### config.mk
export PLATFORM = sky130hd
export DESIGN_NAME = huffman_dec
export DESIGN_NICKNAME = d
export VERILOG_FILES = /design/src/rtl/huffman_dec_pkg.sv /design/src/rtl/huffman_dec_match.sv /design/src/rtl/huffman_dec.sv
export SDC_FILE = /design/constraint.sdc
export NUM_CORES = 1
export LEC_CHECK = 0
export CAP_MARGIN = 0
export CORE_ASPECT_RATIO = 0.7
export CORE_MARGIN = 2
export CORE_UTILIZATION = 59
export CTS_CLUSTER_DIAMETER = 100
export DETAILED_ROUTE_END_ITERATION = 6
export PLACE_DENSITY = 0.86
export SLEW_MARGIN = 20
export SYNTH_ARGS = -nofsm -noshare
export SYNTH_HDL_FRONTEND = slang
export SYNTH_SLANG_ARGS = --single-unit
### constraint.sdc
create_clock -name clk -period 11.3 [get_ports clk]
set_clock_uncertainty 0.15 [all_clocks]
set_input_delay 2.26 -clock clk [delete_from_list [all_inputs] [get_ports clk]]
set_output_delay 2.26 -clock clk [all_outputs]
set_load 0.05 [all_outputs]
### src/rtl/huffman_dec_pkg.sv
// Shared constants, types and helpers for the serial Huffman decoder.
// State encodings stay compatible with the encoder-side controller.
package huffman_dec_pkg;

  localparam int NSYM  = 6;
  localparam int CW    = 8;
  localparam int SYM_W = 3;
  localparam int LEN_W = 4;

  localparam logic [0:0] NOTABLE = 1'b0;
  localparam logic [0:0] READY   = 1'b1;

  typedef logic [CW-1:0]    code_t;
  typedef logic [LEN_W-1:0] len_t;

  function automatic len_t popcount(input code_t v);
    len_t cnt;
    cnt = '0;
    for (int i = 0; i < CW; i++) begin
      cnt = cnt + len_t'(v[i]);
    end
    return cnt;
  endfunction

endpackage

### src/rtl/huffman_dec_match.sv
// Combinational table lookup: compares the candidate code against all entries.
// Several hits can occur with a non prefix-free table; the lowest index wins.
module huffman_dec_match
  import huffman_dec_pkg::*;
(
  input  code_t [NSYM-1:0]  hc,
  input  code_t [NSYM-1:0]  m,
  input  len_t  [NSYM-1:0]  l,
  input  code_t             acc_next,
  input  len_t              len_next,
  output logic              hit,
  output logic [SYM_W-1:0]  hit_idx
);

  always_comb begin
    hit     = 1'b0;
    hit_idx = '0;
    // Scan from the top down so the lowest matching entry is written last.
    for (int k = NSYM - 1; k >= 0; k--) begin
      if ((m[k] != '0) && (l[k] == len_next) && ((acc_next & m[k]) == hc[k])) begin
        hit     = 1'b1;
        hit_idx = SYM_W'(k + 1);
      end
    end
  end

endmodule

### src/rtl/huffman_dec.sv
// Serial Huffman decoder: latches a 6-entry code table, then shifts in one bit per
// bit_valid and emits the symbol index (or an error) one clock after the final bit.
module huffman_dec
  import huffman_dec_pkg::*;
(
  input  logic        clk,
  input  logic        reset,
  input  logic        code_valid,
  input  logic [7:0]  HC1,
  input  logic [7:0]  HC2,
  input  logic [7:0]  HC3,
  input  logic [7:0]  HC4,
  input  logic [7:0]  HC5,
  input  logic [7:0]  HC6,
  input  logic [7:0]  M1,
  input  logic [7:0]  M2,
  input  logic [7:0]  M3,
  input  logic [7:0]  M4,
  input  logic [7:0]  M5,
  input  logic [7:0]  M6,
  input  logic        bit_valid,
  input  logic        bit_in,
  output logic        table_ready,
  output logic        sym_valid,
  output logic [2:0]  sym,
  output logic        err,
  output logic [15:0] sym_cnt
);

  logic [0:0]        state;
  code_t [NSYM-1:0]  hc_q;
  code_t [NSYM-1:0]  m_q;
  len_t  [NSYM-1:0]  l_q;
  code_t             acc;
  len_t              len;

  code_t             acc_next;
  len_t              len_next;
  logic              hit;
  logic [SYM_W-1:0]  hit_idx;

  code_t [NSYM-1:0]  hc_in;
  code_t [NSYM-1:0]  m_in;

  assign hc_in = {HC6, HC5, HC4, HC3, HC2, HC1};
  assign m_in  = {M6, M5, M4, M3, M2, M1};

  assign acc_next = {acc[CW-2:0], bit_in};
  assign len_next = len + len_t'(1);

  huffman_dec_match u_match (
    .hc       (hc_q),
    .m        (m_q),
    .l        (l_q),
    .acc_next (acc_next),
    .len_next (len_next),
    .hit      (hit),
    .hit_idx  (hit_idx)
  );

  always_ff @(posedge clk or posedge reset) begin
    if (reset) begin
      state       <= NOTABLE;
      hc_q        <= '0;
      m_q         <= '0;
      l_q         <= '0;
      acc         <= '0;
      len         <= '0;
      table_ready <= 1'b0;
      sym_valid   <= 1'b0;
      sym         <= '0;
      err         <= 1'b0;
      sym_cnt     <= '0;
    end else begin
      sym_valid <= 1'b0;
      sym       <= '0;
      err       <= 1'b0;
      if (code_valid) begin
        // A reload drops any partial code silently; a same-cycle bit is lost.
        state       <= READY;
        table_ready <= 1'b1;
        hc_q        <= hc_in;
        m_q         <= m_in;
        for (int k = 0; k < NSYM; k++) begin
          l_q[k] <= popcount(m_in[k]);
        end
        acc     <= '0;
        len     <= '0;
        sym_cnt <= '0;
      end else if (state == READY && bit_valid) begin
        if (hit) begin
          sym_valid <= 1'b1;
          sym       <= hit_idx;
          acc       <= '0;
          len       <= '0;
          if (sym_cnt != 16'hFFFF) begin
            sym_cnt <= sym_cnt + 16'd1;
          end
        end else if (len_next == len_t'(CW)) begin
          err <= 1'b1;
          acc <= '0;
          len <= '0;
        end else begin
          acc <= acc_next;
          len <= len_next;
        end
      end
    end
  end

endmodule

; ---- After elaboration in Yosys (flattened, before gate mapping)
; Cells that the tools add are included.
[op_classes]
n_eq_ne = 14
bitwise_logic = 6
muxes = 34
n_addsub = 44
reduce_logical = 23
[op_table]
columns = cell, count
row1 = $add 4x1->4, 24
row2 = $mux 16, 4
row3 = $and 8x8->8, 6
row4 = $eq 8x8->1, 6
row5 = $reduce_bool 8->1, 6
row6 = $mux 7, 4
row7 = $mux 3, 9
row8 = $add 3x1->4, 6
row9 = $eq 4x4->1, 6
row10 = $add 2x1->3, 6
row11 = $add 16x1->16 const B, 1
row12 = $mux 4, 4
row13 = $ne 16x16->1 const B, 1
row14 = $logic_and 1x1->1, 13
row15 = $mux 1, 13
row16 = $add 1x1->2, 6
row17 = $reduce_bool 2->1, 3
row18 = $add 4x1->4 const B, 1
row19 = $eq 4x4->1 const B, 1
row20 = $reduce_and 3->1, 1
[word_totals]
register_bits = 153
wordCells = 146
out_inout_bits = 22
input_bits = 101

; ---- Longest topological paths before layout
[depth]
depth_word = 13
mapped_depth = 12
depth_no_buf = 10

; ---- Modules after synthesis
; Synthesis repeated with hierarchy kept, for this count alone.
[unflattened]
cells_unflattened = 723
hier_area_um2 = 8293.0
[modules_own_cells]
columns = module, cells_each, area_each_um2, instances, seq_area_each_um2
row1 = huffman_dec, 547, 7070.5, 1, 3828.7
row2 = huffman_dec_match, 176, 1222.4, 1, 0.0

; ---- Worst setup path before layout
; No wires, ideal clock.
[synth_path]
kind = input-to-reg
startpoint = input port M4[0]
endpoint = register l_q[14] (netlist name)
stages = 10
t_required_ns = 11.025
n_path_buf = 0
arrival_time_ns = 4.687
slack_ns = 6.338
setup_ns = 0.125
cell_sequence = fa_1 -> inv_1 -> fa_1 -> fa_1 -> inv_1 -> ha_1 -> inv_1 -> fa_1 -> xnor2_1 -> mux2_2
[synth_between]
elab_chain_cells = 7
[synth_rtl]
columns = item, line
row1 = "start, declared", huffman_dec.sv:18  ; input logic [7:0] M4,
row2 = $add 1x1->2, huffman_dec_pkg.sv:20  ; cnt = cnt + len_t'(v[i]);
row3 = $add 2x1->3, huffman_dec_pkg.sv:20
row4 = $add 3x1->4, huffman_dec_pkg.sv:20
row5 = $add 4x1->4 (4 in a row), huffman_dec_pkg.sv:20
row6 = "end signal, assigned by index", huffman_dec.sv:85  ; l_q[k] <= popcount(m_in[k]);
row7 = "end, declared", huffman_dec.sv:33  ; len_t [NSYM-1:0] l_q;
; No other way between the ends.
; A chain may end at the register's enable or synchronous reset.

; ---- Final worst setup path
[layout_path]
startpoint = input port M3[0]
endpoint = register l_q[10] (netlist name)
[layout_between]
elab_chain_cells = 7
[layout_rtl]
columns = item, line
row1 = "start, declared", huffman_dec.sv:17  ; input logic [7:0] M3,
row2 = $add 1x1->2, huffman_dec_pkg.sv:20
row3 = $add 2x1->3, huffman_dec_pkg.sv:20
row4 = $add 3x1->4, huffman_dec_pkg.sv:20
row5 = $add 4x1->4 (4 in a row), huffman_dec_pkg.sv:20
; No other way between the ends.

==> impl_metrics.toml <==
[outcome]
status = "complete, no violations"

[route]
drt_pass1_iterations = 5
wl_per_cell_um = 18.54
ant_nets = 0
drc = 0
dr_total_vias = 6179
drtIter0Drc = 444
wl_um = 19580
viasPerCell = 5.851

[place]
hpwl_um = 13740
io_buffer_count = 122
gp_congestion = 0.8712

[sta]
period_minus_slack_ps = 5188
slew_viol_final = 0
finalHoldViolations = 0
worst_pin_slew_ps = 963.6
fin_crit_sh_pct = 45.91
rsz0062_at_grt = "false"
fin_setup_tns_ps = 0
setup_viol = 0
max_freq_mhz = 192.7
max_slew_margin_pct = 35.76

[layout]
layout.nets = 998
syn_to_final_growth_pct = 22.55
n_fill_cell = 940
num_antenna_cells = 0
fin_util_pct = 73.85
drive_gt1_share_pct = 17.90

[yosys]
ys_types = 49
synth_edf_count = 0
yosysTopAreaCell = "dfrtp_1"
synth_top_cell_area_share_pct = 45.79
synth.avg_cell_area_um2 = 11.21
synth-async-reset-ratio_pct = 100.0
ys_seq_area_share_pct = 45.79
ys.flop_type = "dfrtp_1"
syn_area_um2 = 8361
netlist_instances = 746
synth-seq-cells = 153
synth_fp_nets = 891
yosys_warnings = 0
synth_area_leaders = "dfrtp_1 46%, mux2_2 15%, fa_1 5.7%"

[critical_path]
cp.arrival_ps = 5340
cp_max_fo = 2
crit_type = "input pin to flip-flop"
end_kind = "flip-flop"
setup.worst_path.start_class = "input pin"
timing.reg2reg.setup_slack_ps = 7370
cp.required_ps = 11450

[die]
num_rows = 36
die_w_um = 146.3
ioPinCount = 123
fp.dieArea_um2 = 15150
die_y_um = 103.6
start_util_pct = 60.26
coreArea_um2 = 13870

[cts]
cts_tree = "yes"
clock-root-buffer = "clkbuf_16"
clockBufferDepth = 2
cts_setup_buffers = 0
htreeDepth = 4
cts_buffers = 17
clk_latency_ps = 420
clock-sinks = 153
cts_hold_buf = 0
ctsResizeCount = 0
clk_pin_slew_worst_paths_ps = 60

[power]
ir_drop_v = 0.0001184
leakagePower_nw = 4.247
power_density_nw_per_um2 = 150.0
power.total_w = 0.001537

[global_route]
grt_overflow = 0
grt_antenna_before_repair = 0
grt_pass1_vias = 6430
grt_use_total_pct = 27.10
grt_max_degree = 87
grt_pass1_wl_um = 32420

[flow_run]
drv_cap = 0

[hold_path]
hp-class = "flip-flop to flip-flop"
-- per-stage QoR --
stage	hold slack, ps	std cells	setup slack [ps]	area, um2
floorplan	339.0	746	4769	8361
detailed placement	364.9	1024	5681	9656
global route	387.5	1056	5958	10250
global placement	350.7	1024	5794	9656
finish	377.3	1056	6112	10250
CTS	380.6	1056	6112	10250
-- metal layers --
layer / vias up / routed length, um / global-route usage (%)
met4: 0 / 512 / 9.986
met5: - / 0 / 0
li1: 2788 / - / -
met1: 3080 / 8531 / 37.99
met2: 267 / 9075 / 42.49
met3: 44 / 1456 / 5.330
-- sequential cells by signal, indices dropped and copies added (netlist names) --
| register | cells |
|---|---|
| acc | 7 |
| err | 1 |
| hc_q | 48 |
| l_q | 24 |
| len | 4 |
| m_q | 48 |
| state | 1 |
| sym | 3 |
| sym_cnt | 16 |
| sym_valid | 1 |
-- cell type report --
type	instances	area, um2	share of cell area, %
clock buffers	20	466.7	4.555
clock inverters	12	123.9	1.209
inverters	73	279.0	2.723
multi-input cells	484	4076	39.78
flip-flops and latches	153	3829	37.37
well taps	190	237.7	2.320
repair buffers	124	1234	12.04
-- power by group --
group,switching (W),internal (W)
clock,0.000224,0.000341
sequential,0.0000585,0.000616
combinational,0.000137,0.000162
total,0.000419,0.00112
-- worst paths after layout --
path | start | endpoint | depth (start not counted)
max | M3[0] | l_q[10]$_DFFE_PP0P_ | 11
min | l_q[4]$_DFFE_PP0P_ | l_q[4]$_DFFE_PP0P_ | 1
max reg2reg | len[0]$_DFFE_PP0P_ | sym_cnt[4]$_DFFE_PP0P_ | 9
min reg2reg | l_q[4]$_DFFE_PP0P_ | l_q[4]$_DFFE_PP0P_ | 1
max in group asynchronous | reset | m_q[30]$_DFFE_PP0P_ | 3
min in group asynchronous | reset | sym_valid$_DFF_PP0_ | 2
-- critical path, stage by stage --
cell             delay [ps]
clkdlybuf4s50_1         460
fa_1                    560
inv_1                    50
fa_1                    490
fa_1                    420
inv_1                    70
ha_1                    150
inv_1                    60
fa_1                    390
xnor2_1                 150
mux2_2                  270
-- synthesized netlist by cell type, types with 3 or more instances --
| cell | count |
|---|---|
| nor3_1 | 3 |
| o31ai_1 | 11 |
| o21ai_0 | 7 |
| nor4_2 | 3 |
| clkbuf_1 | 26 |
| and3_1 | 3 |
| a21o_1 | 5 |
| o22ai_1 | 7 |
| buf_6 | 5 |
| a22o_1 | 8 |
| or4_1 | 11 |
| dfrtp_1 | 153 |
| nor2_1 | 17 |
| inv_1 | 73 |
| ha_1 | 20 |
| xnor2_1 | 24 |
| mux2_2 | 109 |
| xor2_1 | 51 |
| nand4_1 | 19 |
| a21oi_1 | 26 |
| or3_1 | 3 |
| fa_1 | 24 |
| nand3_1 | 17 |
| nand2_1 | 67 |
| nor4_1 | 16 |
| buf_2 | 4 |
-- cell usage in the layout (no fill, tap or decap), drive strengths merged, types with 6 or more instances in the layout --
master,Yosys,routed
nor2,17,17
ha,20,20
o31ai,11,11
o22ai,7,7
o21ai,7,7
nor4,19,19
clkdlybuf4s50,0,121
clkbuf,26,20
a21oi,26,26
nand4,19,19
fa,24,24
or4,12,12
dfrtp,153,153
xnor2,24,24
xor2,51,51
clkinv,0,6
mux2,109,109
nand2,67,67
inv,73,73
a22o,8,8
nand3,17,17
-- cell families after synthesis --
family          synth area share (%)
flops                          45.79
fa+ha+maj                      8.740
buf+inv                        5.447
simple gates                   11.12
mux                            14.92
compound gates                 6.121
xor+xnor                       7.857
(Power assumes the default switching activity.)
